[src/rtl/wave_playback_reader.sv]
// ============================================================================
// Module      : wave_playback_reader
// Description : Plays a span of wide words out of a registered-read waveform
//               RAM onto a valid/ready stream, absorbing the RAM read latency.
// Revision    : 1.0 - initial release
// ============================================================================
`default_nettype none

module wave_playback_reader #(
    parameter int DATA_WIDTH = 128,
    parameter int ADDR_WIDTH = 10
) (
    input  logic                  clk,
    input  logic                  rst_n,
    input  logic                  cmd_valid,
    output logic                  cmd_ready,
    input  logic [ADDR_WIDTH-1:0] cmd_addr,
    input  logic [ADDR_WIDTH:0]   cmd_len,
    input  logic                  abort,
    output logic [ADDR_WIDTH-1:0] ram_read_addr,
    input  logic [DATA_WIDTH-1:0] ram_read_data,
    output logic [DATA_WIDTH-1:0] out_data,
    output logic                  out_valid,
    input  logic                  out_ready,
    output logic                  out_last,
    output logic                  busy,
    output logic                  done
);

    localparam logic [1:0] c_IDLE  = 2'd0;
    localparam logic [1:0] c_RUN   = 2'd1;
    localparam logic [1:0] c_DRAIN = 2'd2;

    localparam logic [ADDR_WIDTH-1:0] c_ADDR_ONE = {{(ADDR_WIDTH-1){1'b0}}, 1'b1};
    localparam logic [ADDR_WIDTH:0]   c_LEN_ONE  = {{ADDR_WIDTH{1'b0}}, 1'b1};
    localparam logic [ADDR_WIDTH:0]   c_LEN_ZERO = '0;

    logic [1:0]            r_state;
    logic [ADDR_WIDTH-1:0] r_addr;
    logic [ADDR_WIDTH:0]   r_remaining;
    logic                  r_inflight;
    logic                  r_inflight_last;
    logic [DATA_WIDTH-1:0] r_buf_data [2];
    logic [1:0]            r_buf_last;
    logic                  r_rd_ptr;
    logic                  r_wr_ptr;
    logic [1:0]            r_count;
    logic                  r_done;

    logic                  w_pop;
    logic [2:0]            w_pending;
    logic                  w_issue;
    logic                  w_last_pop;

    assign w_pop      = (r_count != 2'd0) & out_ready;
    assign w_last_pop = w_pop & r_buf_last[r_rd_ptr];
    // Words already buffered or on their way, net of the word leaving this edge.
    assign w_pending  = {1'b0, r_count} + {2'b00, r_inflight} - {2'b00, w_pop};
    assign w_issue    = (r_state == c_RUN) && (r_remaining != c_LEN_ZERO) && (w_pending < 3'd2);

    always_ff @(posedge clk or negedge rst_n) begin
        if (!rst_n) begin
            r_state         <= c_IDLE;
            r_addr          <= '0;
            r_remaining     <= '0;
            r_inflight      <= 1'b0;
            r_inflight_last <= 1'b0;
            for (int i = 0; i < 2; i++) begin
                r_buf_data[i] <= '0;
            end
            r_buf_last      <= 2'b00;
            r_rd_ptr        <= 1'b0;
            r_wr_ptr        <= 1'b0;
            r_count         <= 2'd0;
            r_done          <= 1'b0;
        end else if (abort) begin
            r_state         <= c_IDLE;
            r_remaining     <= '0;
            r_inflight      <= 1'b0;
            r_inflight_last <= 1'b0;
            r_rd_ptr        <= 1'b0;
            r_wr_ptr        <= 1'b0;
            r_count         <= 2'd0;
            r_done          <= 1'b0;
        end else begin
            r_done <= 1'b0;

            // RAM word for the read issued last edge is valid now.
            if (r_inflight) begin
                r_buf_data[r_wr_ptr] <= ram_read_data;
                r_buf_last[r_wr_ptr] <= r_inflight_last;
                r_wr_ptr             <= ~r_wr_ptr;
            end
            if (w_pop) begin
                r_rd_ptr <= ~r_rd_ptr;
            end
            r_count <= r_count + {1'b0, r_inflight} - {1'b0, w_pop};

            r_inflight      <= w_issue;
            r_inflight_last <= w_issue && (r_remaining == c_LEN_ONE);
            if (w_issue) begin
                r_addr      <= r_addr + c_ADDR_ONE;
                r_remaining <= r_remaining - c_LEN_ONE;
            end

            case (r_state)
                c_IDLE: begin
                    if (cmd_valid) begin
                        if (cmd_len == c_LEN_ZERO) begin
                            r_done <= 1'b1;
                        end else begin
                            r_addr      <= cmd_addr;
                            r_remaining <= cmd_len;
                            r_state     <= c_RUN;
                        end
                    end
                end
                c_RUN: begin
                    if (w_issue && (r_remaining == c_LEN_ONE)) begin
                        r_state <= c_DRAIN;
                    end
                end
                c_DRAIN: begin
                    if (w_last_pop) begin
                        r_state <= c_IDLE;
                        r_done  <= 1'b1;
                    end
                end
                default: begin
                    r_state <= c_IDLE;
                end
            endcase
        end
    end

    assign cmd_ready     = (r_state == c_IDLE);
    assign busy          = (r_state != c_IDLE);
    assign done          = r_done;
    assign ram_read_addr = r_addr;
    assign out_valid     = (r_count != 2'd0);
    assign out_data      = r_buf_data[r_rd_ptr];
    assign out_last      = r_buf_last[r_rd_ptr] & out_valid;

endmodule

`default_nettype wire
[config.mk]
export PLATFORM = sky130hd
export DESIGN_NAME = wave_playback_reader
export DESIGN_NICKNAME = d
export VERILOG_FILES = /design/src/rtl/wave_playback_reader.sv
export SDC_FILE = /design/constraint.sdc
export NUM_CORES = 1
export LEC_CHECK = 0
export BUFFER_PORTS_ARGS = -buffer_cell sky130_fd_sc_hd__buf_2
export CAP_MARGIN = 5
export CORE_UTILIZATION = 54
export DETAILED_ROUTE_END_ITERATION = 16
export PLACE_DENSITY = 0.77
export SYNTH_ARGS = -nofsm -noshare
export SYNTH_HDL_FRONTEND = slang
export SYNTH_SLANG_ARGS = --single-unit
[constraint.sdc]
create_clock -name clk -period 3.3 [get_ports clk]
set_clock_uncertainty 0.2 [all_clocks]
set_input_delay 0.165 -clock clk [delete_from_list [all_inputs] [get_ports clk]]
set_output_delay 0.165 -clock clk [all_outputs]
set_load 0.02 [all_outputs]
[Yosys cells after proc, flatten, opt, wreduce, memory -nomap -nowiden]
Cells that the tools add are included.
Cells by class
  add/subtract/negate cells: 6
  magnitude comparators: 7
  eq/ne operators: 7
  muxes and demuxes: 38
  bitwise operators: 8
  reduce and logical (&&, ||, !) cells: 14
Operators with widths (count)
  $mux W128: 4
  $bwmux W256: 1
  $demux W128 S1: 1
  $mux W11: 5
  $mux W10: 4
  $mux W1: 13
  $mux W2: 6
  $eq A11 B1 Y1 const B: 1
  $logic_not A11 Y1: 1
  $reduce_bool A11 Y1: 1
  $sub A11 B1 Y11 const B: 1
  $add A10 B1 Y10 const B: 1
  $reduce_bool A2 Y1: 4
  $ne A3 B2 Y1 const B: 2
  $ne A3 B3 Y1 const B: 2
  $pmux W2 S3: 1
  $logic_and A1 B1 Y1: 5
  $ge A2 B2 Y1 const B: 2
  $lt A1 B2 Y1 const B: 2
  $not A1 Y2: 2
  $reduce_and A4 Y1: 1
  $add A2 B1 Y3: 1
  $and A1 B1 Y1: 3
  $lt A3 B2 Y1 const B: 1
  other kinds (13): 15
Word-level totals
  bits in registers: 288
  input bits: 154
  output and inout port bits: 143

[Depth between registers and ports, before layout]
  depth in word-level cells: 10
  mapped depth: 15
  depth with buffers taken out: 14

[Worst setup path after synthesis]
OpenSTA, ideal clock, no wires.
  path type: reg2reg
  from: register r_count[1]
  to: register r_addr[5], in the netlist ram_read_addr[5]
  setup time: 0.121 ns
  data arrival time: 2.784 ns
  required time: 2.979 ns
  path slack: 0.195 ns
  stages on the path, launching flop included: 16
  buffers on the path: 1
  period minus slack after synthesis: 3.105 ns
  path through: dfrtp_1 -> nor2_1 -> inv_1 -> nand2_1 -> inv_1 -> ha_1 -> inv_1 -> ha_1 -> inv_1 -> fa_1 -> and3b_1 -> and2_1 -> buf_2 -> nand4_1 -> o22a_1 -> o22a_1
Between the ends
  cells in the longest elaborated chain, start to end: 9
  elaborated cells on any way between the ends: 10
  classes of those cells: 2 x add/sub; 1 x order compare; 4 x mux; 1 x bitwise; 2 x reduce/logical
Ends and longest elaborated chain
  from (decl): RTL line 47  | logic [1:0] r_count;
  from (signal assigned): RTL line 97  | r_count <= r_count + {1'b0, r_inflight} - {1'b0, w_pop};
  $reduce_bool A2 Y1 *
  via out_valid: RTL line 23  | output logic out_valid,
  $and A1 B1 Y1 *: RTL line 55  | assign w_pop = (r_count != 2'd0) & out_ready;
  $sub A3 B1 Y3 *: RTL line 58  | assign w_pending = {1'b0, r_count} + {2'b00, r_inflight} - {2'b00, w_pop};
  $lt A3 B2 Y1 *: RTL line 59  | assign w_issue = (r_state == c_RUN) && (r_remaining != c_LEN_ZERO) && (w_pending < 3'd2);
  $logic_and A1 B1 Y1 *: RTL line 59
  $mux W10 *: RTL line 101  | if (w_issue) begin
  $mux W10: RTL line 109  | if (cmd_len == c_LEN_ZERO) begin
  $mux W10: RTL line 108  | if (cmd_valid) begin
  $mux W10 *: RTL line 106  | case (r_state)
  to (signal assigned): RTL line 102  | r_addr <= r_addr + c_ADDR_ONE;
  to (signal assigned): RTL line 112  | r_addr <= cmd_addr;
  to (decl): RTL line 39  | logic [ADDR_WIDTH-1:0] r_addr;
The timed path passes the listed nets; every way through them passes the cells marked *.
A chain may end at the register's enable or synchronous reset.

[Worst setup path after layout]
  from: register r_count[1]
  to: register r_addr[8], in the netlist ram_read_addr[8]
Between the ends
  cells in the longest elaborated chain, start to end: 9
  elaborated cells on any way between the ends: 10
  classes of those cells: 2 x add/sub; 1 x order compare; 4 x mux; 1 x bitwise; 2 x reduce/logical
Ends and longest elaborated chain (RTL line)
  parallel branches: the longest is 2 deep, another holds $add A2 B1 Y3
  $sub A3 B1 Y3 *: 58
  $lt A3 B2 Y1 *: 59
  $logic_and A1 B1 Y1 *: 59
  $mux W10 *: 101
  $mux W10: 109
  $mux W10: 108
  $mux W10 *: 106
Every way passes the cells marked *.

==> impl_summary.md <==
Synthesis
The synthesized instance count is between 800 and 900. The synthesized netlist contains 48 unique library cells. The share of synthesized registers carrying an async set or reset is between 90% and 100%. The dominant combinational cell family by area after synthesis is multiplexers. After synthesis the netlist holds a flip-flop and latch count of ~290. Of the total synthesized cell area, the portion taken by full adders, half adders and majority gates is less than 1%. The share of the yosys chip area belonging to registers is between 50 and 60%. The basic-gate share of the synthesized area counting and, or, nand and nor cells is 3.35%. By area the synthesized netlist is led by sky130_fd_sc_hd__dfrtp_1, sky130_fd_sc_hd__mux2_2, sky130_fd_sc_hd__buf_2.

The leading area contributor after synthesis is sky130_fd_sc_hd__dfrtp_1. The mapped netlist covers roughly 13000 um^2. The Yosys step of the flow raised 0 warnings. The net count of the mapped netlist is about 1000. In the synthesized netlist the dominant register cell turns out to be sky130_fd_sc_hd__dfrtp_1. After synthesis, the share of cell area in mux cells is about a third.

The number of enable flip-flop cells after synthesis is 0. The xor/xnor cell area share of the yosys netlist is less than 1%. The compound-gate portion of the synthesized area is approximately 3.0%. The share of the synthesized area in the top cell type is 56.1%. After synthesis, the mean cell area works out to ~14 um^2.

Power
The sum of internal, switching and leakage power is about 0.016 W. The power per unit of standard cell area is a little over 900 nW/um^2. Summed over all cells, the static leakage comes to around 8.4 nW.

IR analysis of the VDD net gives a maximum drop of between 500 and 600 uV.

Clocking
The tree built by TritonCTS fans out to between 200 and 300 sinks. The H-tree depth reported by CTS is 1. The number of buffers added by the clock tree synthesis step is 29. The clock reaches the later pin of the worst-skew pair after ~540 ps. The buffer levels on the longest clock path is 3.

The root buffer selected by CTS is sky130_fd_sc_hd__clkbuf_16. TritonCTS built the clock tree. The clock input transition at the sequential cells of the worst setup and hold paths is roughly 70 ps.

Die
In this run the count of I/O pins placed on the die edge is 297. The initialized floorplan defines 56 standard-cell rows. The width of the chip is 156 um. The y dimension of the die is 156 um. The die covers ~24000 um^2. The effective utilization at floorplan is between 50 and 60%.

The core region area is around 23000 um^2.

Drt
The detail route stage leaves a number of antenna-violating nets equal to 0. After detailed routing, the average wire length per cell comes to 18.6 um. The routed via count is around 9000. Before antenna repair, the detailed router went through 4 iterations. The post-detailed-routing wire length is about 31000 um. After detailed routing, the number of vias per cell comes to ~5.4. In the routed design, unresolved DRC markers number 0.

The first routing iteration left 375 violations.

Worst setup path
The critical path is of the reg2reg type. Of all nets on the critical path, the largest fanout is 5. The slack of the worst reg-to-reg path is between 150 and 200 ps. The largest incremental delay on the critical path is about 430 ps. The critical path goes through nor2_2, inv_1, nand2_2, inv_1, ha_1, inv_1, ha_1, inv_1, fa_1, and3b_2, and2_4, buf_2, and3_1, a311oi_1, a211oi_1. The cell with the biggest individual delay on the critical path is sky130_fd_sc_hd__fa_1. The arrival time at the worst endpoint is between 3000 and 4000 ps. The endpoint type of the worst setup path is a register. The nature of the critical path startpoint is a register. The worst endpoint required time is between 3000 and 4000 ps.

The most used cell along the critical path is sky130_fd_sc_hd__inv_1.

Flow run
The number of violations of the max-capacitance limit is 0.

STA
The sum of negative setup slack is 0 ps. Timing would allow up to between 300 and 400 MHz. At the pin with the least slew margin, the transition time is about 700 ps.

The period utilization is between 90% and 100%. The minimum clock period is about 3100 ps. Setup repair after global routing left no endpoint under its margin. Headroom to the max-slew limit came out at a little over half. The number of hold violations in the final report is 0. The number of pins exceeding their max-slew limit in the final report is 0. The number of failing setup endpoints in the final timing report is 0.

Placement
The placer's final routability congestion estimate is 0.829. The count of buffers added on input and output ports is roughly 300. The half-perimeter wire length after placement is between 15000 and 20000 um.

GRT
The initial antenna violation count is 1. The via count of the first global-routing pass is between 9000 and 10000. The first global-routing pass estimated between 40000 and 50000 um of wire.

Entering global routing, the biggest net connects 90 pins. The total overflow reported by the global router is 0. The overall routing resource usage is around a quarter.

Cells and area
The filler cells instantiated in the layout total about 1500. The multi-input gate area in the final layout is approximately 5400 um^2. Of the cells placed in the final design, the portion with a size suffix greater than 1 is between 50% and 60%. The number of nets in the layout is between 1000 and 1500. The register area is 7210 um^2. Compared with the post-synthesis result, the final layout area differs by 35.4%.

Outcome
The flow ran to the end, and the final reports show no timing, DRC or antenna violations.

Hold path
The type of the worst min-delay path is in2async.
[registers in the layout, summed over array words and instances (netlist names)]
name and count:
r_buf_data 256, r_state 2, r_buf_last 2, r_inflight_last 1, ram_read_addr 10, r_inflight 1
done 1, r_remaining 11, r_count 2, r_rd_ptr 1, r_wr_ptr 1
[metrics by stage]
| step | setup WS [ps] | util, % | cell area (um^2) | std cells | hold WS (ps) |
|---|---|---|---|---|---|
| finish | 198 | 74.2 | 17400 | 1680 | 27.9 |
| global route | 29.5 | 74.2 | 17400 | 1680 | 72.9 |
| CTS | 43.5 | 74.0 | 17300 | 1676 | 32.5 |
| detailed placement | 62.6 | 63.0 | 14700 | 1468 | 24.3 |
| global placement | 119 | 63.0 | 14700 | 1468 | 27.3 |
| floorplan | 195 | - | 12800 | 888 | -331 |
[where the power goes]
part           total [W]  switching [W]  internal (W)
Combinational    0.00665        0.00340       0.00326
Clock            0.00347        0.00137       0.00210
Sequential       0.00594       0.000880       0.00506
[area by class of cell]
type / count / area share, %
tap: 319 / 2.30
inverter: 14 / 0.302
clock inverter: 12 / 0.994
multi-input combinational: 535 / 31.0
clock buffer: 41 / 4.90
sequential: 288 / 41.5
timing repair buffer: 470 / 19.0
antenna: 1 / 0.0144
[synthesized netlist by cell type, types with 3 or more instances]
cell type	n
sky130_fd_sc_hd__and2_1	3
sky130_fd_sc_hd__buf_2	26
sky130_fd_sc_hd__dfrtp_1	288
sky130_fd_sc_hd__a21oi_1	12
sky130_fd_sc_hd__ha_1	5
sky130_fd_sc_hd__buf_1	5
sky130_fd_sc_hd__and3_1	4
sky130_fd_sc_hd__o22a_1	5
sky130_fd_sc_hd__xor2_1	4
sky130_fd_sc_hd__clkbuf_1	18
sky130_fd_sc_hd__o21ai_0	4
sky130_fd_sc_hd__nor3b_1	3
sky130_fd_sc_hd__nor3_1	11
sky130_fd_sc_hd__nand3_1	7
sky130_fd_sc_hd__inv_1	14
sky130_fd_sc_hd__nor2_1	22
sky130_fd_sc_hd__a31oi_1	4
sky130_fd_sc_hd__nor4_1	4
sky130_fd_sc_hd__o22ai_1	3
sky130_fd_sc_hd__nand2_1	8
sky130_fd_sc_hd__a211oi_1	10
sky130_fd_sc_hd__or3_1	3
sky130_fd_sc_hd__nand4_1	5
sky130_fd_sc_hd__xnor2_1	5
sky130_fd_sc_hd__mux2_2	386
[cells by family (layout without fill, tap and decap cells)]
logic type                 Yosys count  count (layout)
AOI/OAI and AO/OA                   52              52
xor gates and xnor gates             9               9
adders and majority gates            6               6
buffers and inverters               65             537
DFF                                288             288
muxes                              387             387
other                                0               1
and+or+nand+nor                     81              81
[cell usage in the layout (no fill, tap or decap), types with 3 or more instances in the layout]
cell type / Yosys / layout
sky130_fd_sc_hd__nand3_1: 7 / 6
sky130_fd_sc_hd__o22a_1: 5 / 5
sky130_fd_sc_hd__clkbuf_16: 0 / 29
sky130_fd_sc_hd__buf_12: 0 / 9
sky130_fd_sc_hd__a211oi_1: 10 / 10
sky130_fd_sc_hd__nor3_1: 11 / 11
sky130_fd_sc_hd__xnor2_1: 5 / 4
sky130_fd_sc_hd__dfrtp_1: 288 / 286
sky130_fd_sc_hd__or3_1: 3 / 3
sky130_fd_sc_hd__nand4_1: 5 / 5
sky130_fd_sc_hd__clkbuf_1: 18 / 4
sky130_fd_sc_hd__nor2_1: 22 / 20
sky130_fd_sc_hd__nand2_1: 8 / 6
sky130_fd_sc_hd__o22ai_1: 3 / 3
sky130_fd_sc_hd__clkbuf_8: 0 / 8
sky130_fd_sc_hd__buf_4: 0 / 8
sky130_fd_sc_hd__xor2_1: 4 / 4
sky130_fd_sc_hd__a31oi_1: 4 / 4
sky130_fd_sc_hd__ha_1: 5 / 5
sky130_fd_sc_hd__a21oi_1: 12 / 11
sky130_fd_sc_hd__mux2_2: 386 / 386
sky130_fd_sc_hd__inv_1: 14 / 14
sky130_fd_sc_hd__nor4_1: 4 / 3
sky130_fd_sc_hd__buf_2: 26 / 296
sky130_fd_sc_hd__dlygate4sd3_1: 0 / 155
sky130_fd_sc_hd__bufinv_16: 0 / 4
sky130_fd_sc_hd__and3_1: 4 / 4
sky130_fd_sc_hd__clkinv_2: 0 / 4
sky130_fd_sc_hd__o21ai_0: 4 / 4
[timing repair]
| item | 4_1_cts | 5_1_grt |
|---|---|---|
| setup buffers | 0 | 2 |
| resized for setup | 0 | 11 |
| endpoints found under the setup margin | 0 | 17 |
| hold endpoints to repair | 523 | 0 |
| hold buffers | 155 | 0 |
[routing by layer]
layer | track usage (%) | share of wire (%) | up-vias | routed length [um]
li1 | - | - | 4118 | -
met1 | 30.1 | 40 | 4506 | 12500
met2 | 44.5 | 50 | 309 | 15500
met3 | 5.75 | 6.5 | 80 | 2030
met4 | 9.38 | 3.5 | 0 | 1110
met5 | 0 | 0 | - | 0
[worst paths after layout]
kind                       depth (start not counted)          endpoint              start
setup reg to reg                                  15  ram_read_addr[8]         r_count[1]
setup / recovery                                  15  ram_read_addr[8]         r_count[1]
max in group asynchronous                          3    r_buf_data[29]              rst_n
hold / removal                                     2    r_buf_data[10]              rst_n
min in group clk                                   3    r_buf_data[51]  ram_read_data[51]
hold reg to reg                                    1    r_buf_data[24]     r_buf_data[24]
[critical path: cells and delay by family, from the launching register on]
kind / cells / cell delay [ps]
AO/OA/AOI/OAI: 2 / 370
flip-flops: 1 / 410
AND/OR/NAND/NOR: 5 / 770
buffers and inverters: 5 / 350
adder cells (fa/ha/maj): 3 / 870
Power figures use the tool's default switching activity.
